**config.mk**
```make
export PLATFORM = sky130hd
export DESIGN_NAME = mda_char_fetch
export DESIGN_NICKNAME = d
export VERILOG_FILES = /design/src/rtl/mda_char_fetch.sv
export SDC_FILE = /design/constraint.sdc
export NUM_CORES = 1
export LEC_CHECK = 0
export ABC_AREA = 1
export CORE_AREA = 2 2 92 94
export CTS_BUF_LIST = sky130_fd_sc_hd__clkbuf_8
export DETAILED_ROUTE_END_ITERATION = 7
export DIE_AREA = 0 0 94 96
export PLACE_DENSITY = 0.83
export SYNTH_ARGS = -nofsm -noshare
export SYNTH_HDL_FRONTEND = slang
export SYNTH_SLANG_ARGS = --single-unit
```
**constraint.sdc**
```tcl
create_clock -name pixclk -period 1.88 [get_ports pixclk]
set_input_delay 0.376 -clock pixclk [delete_from_list [all_inputs] [get_ports pixclk]]
set_output_delay 0.376 -clock pixclk [all_outputs]
set_load 0.05 [all_outputs]
```
**src/rtl/mda_char_fetch.sv**
```systemverilog
// Purpose : MDA text fetch stage. Per scanline it walks COLS character cells, reads
//           {attr,code} from video RAM, looks up the font row, and presents one 9-dot
//           cell at a time to the pixel serializer.
// Latency : line_start at edge T -> LEAD (prefetch) cell at T+1, column k from T+10+9k.
// Backpr. : none; the serializer consumes one dot per pixclk, VRAM/ROM answer in 1 cycle.
// Ports   : pixclk/rst (sync, active-high); line_start/line_base/scanline begin a line;
//           vram_rd/vram_addr/vram_data = VRAM read port; font_addr/font_data = char ROM;
//           char_line/char_code/char_attr/char_pixel/cell_valid = current cell to serializer.
// Option  : `define MDA_CURSOR_EN adds cursor_addr/cursor_start/cursor_end/cursor_on and
//           forces the font row to 8'hFF on the cursor cell within the cursor row band.
module mda_char_fetch #(
  parameter int COLS   = 80,
  parameter int ADDR_W = 11
) (
  input  logic              pixclk,
  input  logic              rst,
  input  logic              line_start,
  input  logic [ADDR_W-1:0] line_base,
  input  logic [3:0]        scanline,
  output logic              vram_rd,
  output logic [ADDR_W-1:0] vram_addr,
  input  logic [15:0]       vram_data,
  output logic [11:0]       font_addr,
  input  logic [7:0]        font_data,
`ifdef MDA_CURSOR_EN
  input  logic [ADDR_W-1:0] cursor_addr,
  input  logic [3:0]        cursor_start,
  input  logic [3:0]        cursor_end,
  input  logic              cursor_on,
`endif
  output logic [7:0]        char_line,
  output logic [7:0]        char_code,
  output logic [7:0]        char_attr,
  output logic [3:0]        char_pixel,
  output logic              cell_valid
);

  localparam int COL_W = $clog2(COLS + 1);
  localparam logic [COL_W-1:0] NCOLS    = COL_W'(COLS);
  localparam logic [COL_W-1:0] LAST_COL = COL_W'(COLS - 1);

  typedef enum logic [1:0] {IDLE, LEAD, ACTIVE} state_t;

  state_t           state;
  logic [COL_W-1:0] fetch_col;   // next column to fetch
  logic [COL_W-1:0] out_col;     // column currently on the outputs
  logic [3:0]       row;
  logic [7:0]       pf_code;
  logic [7:0]       pf_attr;
  logic [7:0]       pf_line;
  logic             fetch_pend;  // a VRAM word was captured and awaits its font row
  logic             more;
  logic             cursor_hit;
  logic [7:0]       font_row;

`ifdef MDA_CURSOR_EN
  logic [ADDR_W-1:0] pf_addr;    // VRAM address of the prefetched word
  assign cursor_hit = cursor_on && (pf_addr == cursor_addr) &&
                      (cursor_start <= row) && (row <= cursor_end);
`else
  assign cursor_hit = 1'b0;
`endif

  assign more     = (fetch_col < NCOLS);
  assign font_row = cursor_hit ? 8'hFF : font_data;

  // char_pixel doubles as the cell phase counter; vram_addr is the fetch address itself.
  always_ff @(posedge pixclk) begin
    if (rst) begin
      state      <= IDLE;
      char_pixel <= 4'hF;
      char_line  <= 8'h00;
      char_code  <= 8'h00;
      char_attr  <= 8'h00;
      cell_valid <= 1'b0;
      vram_rd    <= 1'b0;
      vram_addr  <= '0;
      font_addr  <= 12'h000;
      fetch_col  <= '0;
      out_col    <= '0;
      row        <= 4'h0;
      pf_code    <= 8'h00;
      pf_attr    <= 8'h00;
      pf_line    <= 8'h00;
      fetch_pend <= 1'b0;
`ifdef MDA_CURSOR_EN
      pf_addr    <= '0;
`endif
    end else if (line_start) begin
      // Accepted in any state; an active line is simply abandoned.
      state      <= LEAD;
      char_pixel <= 4'd0;
      char_line  <= 8'h00;
      char_code  <= 8'h00;
      char_attr  <= 8'h00;
      cell_valid <= 1'b0;
      vram_rd    <= 1'b1;
      vram_addr  <= line_base;
      row        <= scanline;
      fetch_col  <= '0;
      out_col    <= '0;
      fetch_pend <= 1'b0;
    end else if (state != IDLE) begin
      vram_rd <= 1'b0;

      // Phase 1: VRAM word is on the bus. font_addr is loaded straight from it so the
      // ROM sees the address during phase 2 and returns the row during phase 3.
      if (char_pixel == 4'd1 && more) begin
        pf_code    <= vram_data[7:0];
        pf_attr    <= vram_data[15:8];
        font_addr  <= {vram_data[7:0], row};
        vram_addr  <= vram_addr + 1'b1;
        fetch_col  <= fetch_col + 1'b1;
        fetch_pend <= 1'b1;
`ifdef MDA_CURSOR_EN
        pf_addr    <= vram_addr;
`endif
      end

      if (char_pixel == 4'd3 && fetch_pend) begin
        pf_line    <= font_row;
        fetch_pend <= 1'b0;
      end

      if (char_pixel == 4'd8) begin
        if (state == ACTIVE && out_col == LAST_COL) begin
          // 4'hF (never 8) parks the serializer at a blank dot between lines.
          state      <= IDLE;
          char_pixel <= 4'hF;
          char_line  <= 8'h00;
          char_code  <= 8'h00;
          char_attr  <= 8'h00;
          cell_valid <= 1'b0;
        end else begin
          char_pixel <= 4'd0;
          vram_rd    <= more;
          char_line  <= pf_line;
          char_code  <= pf_code;
          char_attr  <= pf_attr;
          cell_valid <= 1'b1;
          if (state == LEAD) begin
            state   <= ACTIVE;
            out_col <= '0;
          end else begin
            out_col <= out_col + 1'b1;
          end
        end
      end else begin
        char_pixel <= char_pixel + 4'd1;
      end
    end
  end

endmodule

```
==> results of run 1 <==
## final timing paths
kind / from / end / slack, ns / depth (start not counted)
setup / recovery: char_pixel[1] / char_pixel[0] / 0.19 / 10
hold / removal: pf_line[2] / char_line[2] / 0.46 / 2
setup reg to reg: char_pixel[1] / char_pixel[0] / 0.19 / 10
hold reg to reg: pf_line[2] / char_line[2] / 0.46 / 2
## layer usage
metal	part of all wire [%]	up-vias	GRT usage (%)
li1	-	1971	-
met1	43	1810	28.3
met2	49	109	41.0
met3	5.4	16	3.52
met4	1.8	0	9.18
met5	0	-	0
## registers in the layout, summed over array words and instances, names as in the netlist, 7 cells and up
signal	cells
char_code	8
font_addr	12
pf_attr	8
pf_line	8
char_line	8
vram_addr	11
fetch_col	7
out_col	7
char_attr	8
## cells by family (layout without fill, tap and decap cells)
logic type	count (synthesis)	count (layout)	synth area share, %
simple gates	309	309	34.0
flops	90	90	43.8
compound gates	89	89	12.2
buf+inv	61	161	7.57
fa+ha+maj	6	6	1.82
xor+xnor	3	3	0.638
## cell type report
class                      count  area [sq um]  area share, %
clock inverter                 5          61.3           1.17
sequential                    90          1800           34.3
inverter                      40           159           3.02
tap                          105           131           2.50
multi-input combinational    407          2000           38.1
clock buffer                  10           138           2.62
timing repair buffer         106           963           18.3
## worst reg2reg max path: cells and delay by family, from the launching register on
| kind | cells | cell delay (ns) |
|---|---|---|
| AOI/OAI and AO/OA | 1 | 0.14 |
| adders and majority gates | 1 | 0.19 |
| buffers and inverters | 3 | 0.29 |
| DFF | 1 | 0.44 |
| and+or+nand+nor | 5 | 0.52 |
## Yosys cell counts, types with 3 or more instances
library cell    n
nand3_4         3
nor2_4          3
nand3_1        32
ha_1            6
nand2_2        12
dfxtp_1        90
nand2_1       176
nor2_1         57
a21oi_1        52
buf_6           6
nand4_1         5
inv_1          35
o21ai_0        19
o21ai_1         4
nand2_4         3
nor3_1         11
a21oi_2        10
buf_2           8
clkbuf_1        4
## layout by cell type (no fill, tap or decap), types with 2 or more instances in the layout
cell	netlist	layout
a21oi_2	10	10
nand3_4	3	3
clkbuf_8	0	10
buf_4	2	40
nor3_1	11	11
nor2_8	2	2
nand3_2	2	2
nor2_4	3	3
o21bai_1	2	2
nand3_1	32	32
inv_2	2	2
dfxtp_1	90	89
dlymetal6s2s_1	0	3
clkdlybuf4s50_1	0	41
ha_1	6	6
nand2_2	12	12
a21oi_1	52	52
nor2_1	57	57
dlygate4sd2_1	0	20
clkinv_2	1	2
o21ai_1	4	4
o21ai_0	19	19
buf_12	0	2
nand4_1	5	5
inv_6	1	3
xor2_1	2	2
nand2_4	3	3
inv_1	35	35
nand2_1	176	176
## power by group through the flow
stage | sequential [mW] | clock, mW | combinational, mW
after floorplan | 2.10 | 0 | 0.173
after global placement | 2.03 | 0 | 0.434
after detailed placement | 2.03 | 0 | 0.442
after CTS | 1.98 | 1.36 | 0.444
after global routing | 1.99 | 1.43 | 0.476
final | 1.98 | 1.35 | 0.443
## repair_timing
action / 4_1_cts / 5_1_grt
setup buffers: 0 / 0
hold buffers: 0 / 0
setup endpoints to repair: 20 / 3
resized for setup: 20 / 3
## through the flow
stage	hold WS (ns)	cell area (sq um)	power (mW)	utilization [%]	cells
after detailed placement	0.448	5080	2.47	63.1	748
after floorplan	0.435	4120	2.27	-	558
after CTS	0.460	5250	3.79	65.2	763
after global placement	0.443	5080	2.46	63.1	748
after global routing	0.472	5260	3.90	65.3	763
final	0.455	5260	3.78	65.3	763
==> run_results.csv, run 1 <==
group,metric,value,unit
status,status,"finished, final reports clean",
worst_setup_path,crit_chain,"inv_1, ha_1, nand2_1, clkinv_2, nand2_4, inv_1, nand3_1, o21ai_0, nand2_1, nand3_1",
sta,fin_crit_sh,90.0,%
global_route,grt_pass1_wl,16.7,mm
synthesis,synth.area.top_cells,"dfxtp_1, nand2_1, a21oi_1",
layout,syn2layout_area_growth,27.7,%
worst_setup_path,cp_top_family,"simple AND/OR/NAND/NOR gates",
worst_setup_path,max_stage_delay,0.44,ns
layout,nFillCells,724,
worst_setup_path,critPathMaxFanout,6,
floorplan,dieArea,9020,sq um
sta,setup_violations,0,
worst_hold_path,hp-class,"reg2reg",
synthesis,syn_nets,606,
synthesis,synth_top_area_share,43.8,%
synthesis,synth-edff-count,0,
global_route,grt_pass1_vias,3795,
global_route,overflow,0,
worst_setup_path,critPathKind,"reg2reg",
synthesis,post-synth-top-area-cell,"dfxtp_1",
clock_tree,cts-root-buf,"clkbuf_8",
pwr,p_sw_share,26.6,%
place,place.gp.congestion,0.858,
pwr,power_density,719,nW/um^2
drt,drt_iter0_markers,194,
worst_setup_path,slowest_stage,"dfxtp_1",
sta,tns,0,ns
floorplan,rows,33,
sta,fin_skew,0.0104,ns
floorplan,die_y,96,um
pwr,combinationalPowerShare,11.7,%
worst_setup_path,setup.worst_path.start_class,"flop",
pwr,power.share.clock,35.8,%
place,numPortBuffers,94,
pwr,ir_drop,448,uV
clock_tree,cts_buffer_depth,2,
sta,max_freq,591,MHz
sta,fin_ws,0.189,ns
synthesis,async_flop_share,0,%
worst_setup_path,end_kind,"flop",
worst_setup_path,cp_num_buf_inv,3,
synthesis,yosysUniqueCellTypes,35,
clock_tree,clk_latency,0.36,ns
sta,slew_headroom,65.4,%
global_route,grt_use_total,23.1,%
global_route,grt_max_degree,33,
global_route,antenna_found_initial,0,
floorplan,die_w,94,um
pwr,p_leak,2.25,nW
synthesis,syn_inst,558,
clock_tree,h-tree-depth,3,
drt,ant_nets,0,
synthesis,yosys_register_bits,90,
clock_tree,cts_tree,"built",
worst_setup_path,arrival,1.93,ns
sta,tightest_slew,0.521,ns
sta,finalCriticalPeriod,1.69,ns
place,post-place-ws,-0.0124,ns
synthesis,syn_avg_cell_area,7.38,sq um
drt,drt_pre_antenna_iters,5,
layout,drive_gt1_share,15.3,%
clock_tree,cts.sinks,90,
pwr,seqPwrFrac,52.5,%
clock_tree,clkSlewWorstSetupHoldPaths,0.10,ns
drt,drc,0,
layout,nets,702,
synthesis,synth_warnings,0,
clock_tree,cts_buffers,9,
synthesis,ys_seq_area_share,43.8,%
sta,rsz0062_at_grt,"no",
layout,n_antenna_cell,0,
floorplan,num_io_pins,95,
drt,route.vias.total,3906,
synthesis,ys.flop_type,"dfxtp_1",
drt,wirelength,10.3,mm
drt,vias_per_cell,5.12,
synthesis,synth_area,4120,sq um
place,post-dp-hpwl,7.52,mm
worst_setup_path,crit_required,2.12,ns
floorplan,start_util,51.1,%
floorplan,coreArea,8050,sq um
pwr,p_int,2.78,mW
pwr,p_switching,1.00,mW
drt,detail_route.wl_per_cell,13.5,um
job,maxCapViolations,0,
sta,hold_viol,0,
sta,drv_slew,0,
Power figures use the tool's default switching activity.
==> run 2: changes to the inputs <==
Settings changed: CAP_MARGIN set to 20, CELL_PAD_IN_SITES_DETAIL_PLACEMENT set to 0, CELL_PAD_IN_SITES_GLOBAL_PLACEMENT set to 1, CORE_AREA 2 2 92 94 to 2 2 109 111, DIE_AREA 0 0 94 96 to 0 0 111 113, PLACE_DENSITY 0.83 to 0.82.
==> run_results.csv, run 2 (synthesized netlist as in run 1, its figures left out) <==
group,metric,value,unit
layout,syn2layout_area_growth,28.6,%
drt,route.vias.total,3868,
sta,finalCriticalPeriod,1.67,ns
sta,fin_ws,0.211,ns
drt,detail_route.wl_per_cell,13.3,um
layout,fin_cells,802,
sta,tns,0,ns
global_route,grt_max_degree,29,
place,post-place-ws,0.104,ns
worst_setup_path,arrival,1.29,ns
pwr,p_total,3.81,mW
clock_tree,cts_tree,"built",
pwr,p_int,2.78,mW
drt,wirelength,10.7,mm
drt,ant_nets,0,
sta,drv_slew,0,
place,dp.cells,786,
layout,reg_top3,"font_addr x12, vram_addr x11",
pwr,seqPwrFrac,52.1,%
worst_setup_path,crit_chain,"dlygate4sd2_1",
floorplan,coreArea,11300,sq um
place,numPortBuffers,94,
layout,drive_gt1_share,16.4,%
global_route,antenna_found_initial,0,
worst_setup_path,slowest_stage,"dlygate4sd2_1",
global_route,grt_pass1_vias,3723,
clock_tree,post_cts_buffers,0,
drt,drt_pre_antenna_iters,5,
floorplan,num_io_pins,95,
layout,fin_area,5300,sq um
layout,largest_reg_flops,12,
place,place.gp.congestion,0.828,
worst_setup_path,setup.worst_path.start_class,"flop",
sta,fin_skew,0.0108,ns
floorplan,die_w,111,um
status,status,"finished, final reports clean",
clock_tree,cts_buffer_depth,2,
worst_setup_path,critPathMaxFanout,2,
floorplan,rows,39,
layout,final_common_cell,"nand2_1",
sta,setup_violations,0,
clock_tree,cts_buffers,9,
sta,hold_viol,0,
worst_setup_path,crit_required,1.50,ns
layout,layout_common_cells,"nand2_1, dfxtp_1, nor2_1",
floorplan,start_util,36.5,%
worst_setup_path,max_stage_delay,0.55,ns
job,maxCapViolations,0,
layout,top_register,"font_addr",
global_route,overflow,0,
clock_tree,clk_latency,0.36,ns
sta,tightest_slew,0.510,ns
worst_setup_path,end_kind,"primary output",
drt,drc,0,
pwr,power.share.clock,36.3,%
sta,fin_crit_sh,88.8,%
worst_setup_path,cp_top_family,"buffers and inverters",
sta,max_freq,599,MHz
floorplan,die_y,113,um
place,post-dp-hpwl,7.86,mm
worst_hold_path,hp-class,"reg2reg",
pwr,p_leak,2.19,nW
clock_tree,cts.sinks,90,
floorplan,dieArea,12500,sq um
global_route,grt_use_total,17.2,%
global_route,grt_pass1_wl,17.7,mm
clock_tree,clkSlewWorstSetupHoldPaths,0.09,ns
worst_setup_path,cp_num_buf_inv,1,
pwr,power_density,718,nW/um^2
clock_tree,h-tree-depth,3,
layout,nets,702,
drt,drt_iter0_markers,163,
clock_tree,hold_buffers,0,
drt,vias_per_cell,4.82,
place,dpl-instance-area,5110,sq um
sta,slew_headroom,66.1,%
pwr,ir_drop,298,uV
worst_setup_path,critPathKind,"reg2out",
pwr,p_sw_share,26.9,%
sta,rsz0062_at_grt,"no",
clock_tree,cts-root-buf,"clkbuf_8",
layout,n_antenna_cell,0,
pwr,p_switching,1.02,mW
pwr,combinationalPowerShare,11.5,%
-- run 2: cell types whose count changed in the layout (fill, tap and decap cells not counted), sizes merged --
cell,delta
buf,+6
dlygate4sd2,-3
dlymetal6s2s,-3
clkinv,-1
clkinvlp,+1
inv,+1
-- run 2: routing by layer --
layer  global-route usage, %  wire length [um]  vias to the layer above
met3                    2.52               403                       18
met5                       0                 0                        -
met4                    7.25               226                        0
met1                    20.7              4780                     1786
met2                    30.9              5270                       84
li1                        -                 -                     1980
-- run 2: area by class of cell --
type | instances | area, sq um
clock inverters | 6 | 68.8
fillers | 1140 | 5980
inverters | 40 | 159
clock buffers | 10 | 138
multi-input cells | 407 | 2000
flip-flops and latches | 90 | 1800
repair buffers | 106 | 945
well taps | 143 | 179
-- run 2: worst register-to-register path, stage by stage, from the launching register on --
cell	delay, ns
dfxtp_1	0.45
inv_1	0.09
ha_1	0.18
nand2_1	0.08
clkinv_2	0.10
nand2_4	0.12
inv_1	0.09
nand3_1	0.18
o21ai_0	0.13
nand2_1	0.08
nand3_1	0.06
-- run 2: final timing paths --
| path | start | to | slack, ns | depth (start not counted) |
|---|---|---|---|---|
| setup reg to reg | char_pixel[1] | char_pixel[0] | 0.21 | 10 |
| hold reg to reg | pf_line[7] | char_line[7] | 0.46 | 2 |
| setup / recovery | char_attr[1] | char_attr[1] | 0.21 | 1 |
| hold / removal | pf_line[7] | char_line[7] | 0.46 | 2 |
-- run 2: power by group through the flow --
stage / Clock (mW) / Sequential, mW / Combinational [mW]
CTS: 1.42 / 1.98 / 0.443
finish: 1.38 / 1.98 / 0.439
global route: 1.50 / 1.99 / 0.474
detailed placement: 0 / 2.03 / 0.441
floorplan: 0 / 2.10 / 0.173
global placement: 0 / 2.03 / 0.439
-- run 2: metrics by stage --
| stage | hold slack, ns | util [%] |
|---|---|---|
| floorplan | 0.435 | - |
| global placement | 0.441 | 45.3 |
| detailed placement | 0.451 | 45.3 |
| CTS | 0.467 | 47.0 |
| global route | 0.488 | 47.0 |
| finish | 0.462 | 47.0 |
-- run 2: timing repair --
item,in CTS,in global routing
endpoints found under the hold margin,0,0
gates resized for setup,17,0
endpoints found under the setup margin,17,0
==> run 3: changes to the inputs <==
Settings changed: CORE_AREA 2 2 109 111 to 4 4 111 113, DIE_AREA 0 0 111 113 to 0 0 115 117.
==> run_results.csv, run 3 (synthesized netlist as in run 1, its figures left out) <==
group,metric,value,unit
drt,drc,0,
place,place.gp.congestion,0.898,
place,dp.cells,785,
sta,fin_crit_sh,87.0,%
drt,drt_iter0_markers,171,
place,dpl-instance-area,5080,sq um
clock_tree,clkSlewWorstSetupHoldPaths,0.09,ns
layout,reg_top3,"font_addr x12, vram_addr x11",
place,post-dp-hpwl,7.69,mm
sta,max_freq,611,MHz
floorplan,dieArea,13500,sq um
floorplan,coreArea,11300,sq um
floorplan,start_util,36.4,%
sta,fin_skew,0.00985,ns
floorplan,die_y,117,um
floorplan,num_io_pins,95,
worst_setup_path,cp_top_family,"simple AND/OR/NAND/NOR gates",
sta,hold_viol,0,
layout,nFillCells,1153,
worst_setup_path,slowest_stage,"dfxtp_1",
place,numPortBuffers,94,
worst_hold_path,hp-class,"reg2reg",
sta,tightest_slew,0.520,ns
worst_setup_path,arrival,1.91,ns
clock_tree,post_cts_buffers,0,
worst_setup_path,crit_chain,"inv_1, ha_1, nand2_1, clkinv_2, nand2_4, nor2_8, nand2_4, inv_6, nand2_1, a21oi_1",
sta,rsz0062_at_grt,"no",
worst_setup_path,cp_num_buf_inv,3,
layout,top_register,"font_addr",
global_route,antenna_found_initial,0,
layout,largest_reg_flops,12,
layout,n_antenna_cell,0,
drt,ant_nets,0,
worst_setup_path,critPathMaxFanout,26,
clock_tree,h-tree-depth,3,
sta,slew_headroom,65.5,%
layout,layout_common_cells,"nand2_1, dfxtp_1, nor2_1",
sta,drv_slew,0,
global_route,grt_use_total,15.8,%
status,status,"finished, final reports clean",
clock_tree,cts_buffer_depth,2,
sta,setup_violations,0,
clock_tree,cts-root-buf,"clkbuf_8",
pwr,ir_drop,440,uV
layout,final_common_cell,"nand2_1",
job,maxCapViolations,0,
drt,route.vias.total,3762,
layout,drive_gt1_share,16.6,%
layout,fin_area,5300,sq um
clock_tree,cts_tree,"built",
worst_setup_path,end_kind,"flop",
sta,finalCriticalPeriod,1.64,ns
drt,vias_per_cell,4.70,
drt,detail_route.wl_per_cell,13.2,um
layout,final_core_util,46.8,%
global_route,grt_pass1_vias,3544,
clock_tree,clk_latency,0.35,ns
pwr,power_density,736,nW/um^2
sta,tns,0,ns
global_route,overflow,0,
clock_tree,cts.sinks,90,
layout,fin_cells,801,
layout,nets,701,
global_route,grt_max_degree,33,
worst_setup_path,critPathKind,"reg2reg",
pwr,p_leak,2.21,nW
global_route,grt_pass1_wl,17.2,mm
drt,wirelength,10.5,mm
clock_tree,cts_buffers,9,
layout,syn2layout_area_growth,28.7,%
floorplan,die_w,115,um
worst_setup_path,setup.worst_path.start_class,"flop",
worst_setup_path,max_stage_delay,0.37,ns
drt,drt_pre_antenna_iters,4,
floorplan,rows,39,
worst_setup_path,crit_required,2.16,ns
## run 3: cell count changes in the layout (fill, tap and decap cells not counted)
cell | before | now
dlygate4sd2_1 | 17 | 12
inv_8 | 0 | 1
dlymetal6s2s_1 | 0 | 2
bufinv_16 | 1 | 2
inv_6 | 4 | 3
buf_4 | 46 | 49
buf_12 | 2 | 1
clkinv_2 | 2 | 1
inv_1 | 35 | 36
clkbuf_8 | 10 | 9
## run 3: report_power, final
part           internal, mW  switching, mW
Combinational         0.179          0.256
Clock                 0.764          0.719
Sequential             1.94         0.0449
Total                  2.88           1.02
## run 3: layout make-up
class                           instances  area (sq um)  area share (%)
Clock buffer                            9           124            2.34
Inverter                               40           159            3.00
Timing Repair Buffer                  105           928            17.5
Sequential cell                        90          1800            34.0
Multi-Input combinational cell        407          2000            37.8
Clock inverter                          7           100            1.89
Tap cell                              143           179            3.38
## run 3: what timing repair did
item,4_1_cts,5_1_grt
endpoints found under the setup margin,12,2
resized for setup,12,2
hold buffers,0,0
## run 3: worst register-to-register path, stage by stage (launching register included)
cell and delay (ns):
dfxtp_1 0.37, inv_1 0.10, ha_1 0.14, nand2_1 0.06, clkinv_2 0.10, nand2_4 0.08
nor2_8 0.15, nand2_4 0.11, inv_6 0.22, nand2_1 0.10, a21oi_1 0.13
## run 3: layer usage
| metal | vias up | GRT usage [%] | routed length (um) |
|---|---|---|---|
| met3 | 11 | 2.93 | 496 |
| met2 | 86 | 26.4 | 4940 |
| li1 | 1973 | - | - |
| met4 | 0 | 4.46 | 126 |
| met1 | 1692 | 20.8 | 4970 |
| met5 | - | 0 | 0 |
## run 3: worst paths after layout
check | depth (start not counted) | start | endpoint | slack (ns)
max | 10 | char_pixel[1] | char_attr[5] | 0.24
min | 2 | pf_line[1] | char_line[1] | 0.46
max reg2reg | 10 | char_pixel[1] | char_attr[5] | 0.24
min reg2reg | 2 | pf_line[1] | char_line[1] | 0.46
## run 3: through the flow
step / setup WS [ns] / total power [mW] / hold WS [ns]
after global routing: 0.0705 / 4.07 / 0.473
after CTS: 0.00602 / 3.96 / 0.461
after global placement: 0.0745 / 2.46 / 0.448
after detailed placement: 0.0446 / 2.47 / 0.454
after floorplan: 0.00171 / 2.27 / 0.435
final: 0.244 / 3.90 / 0.464
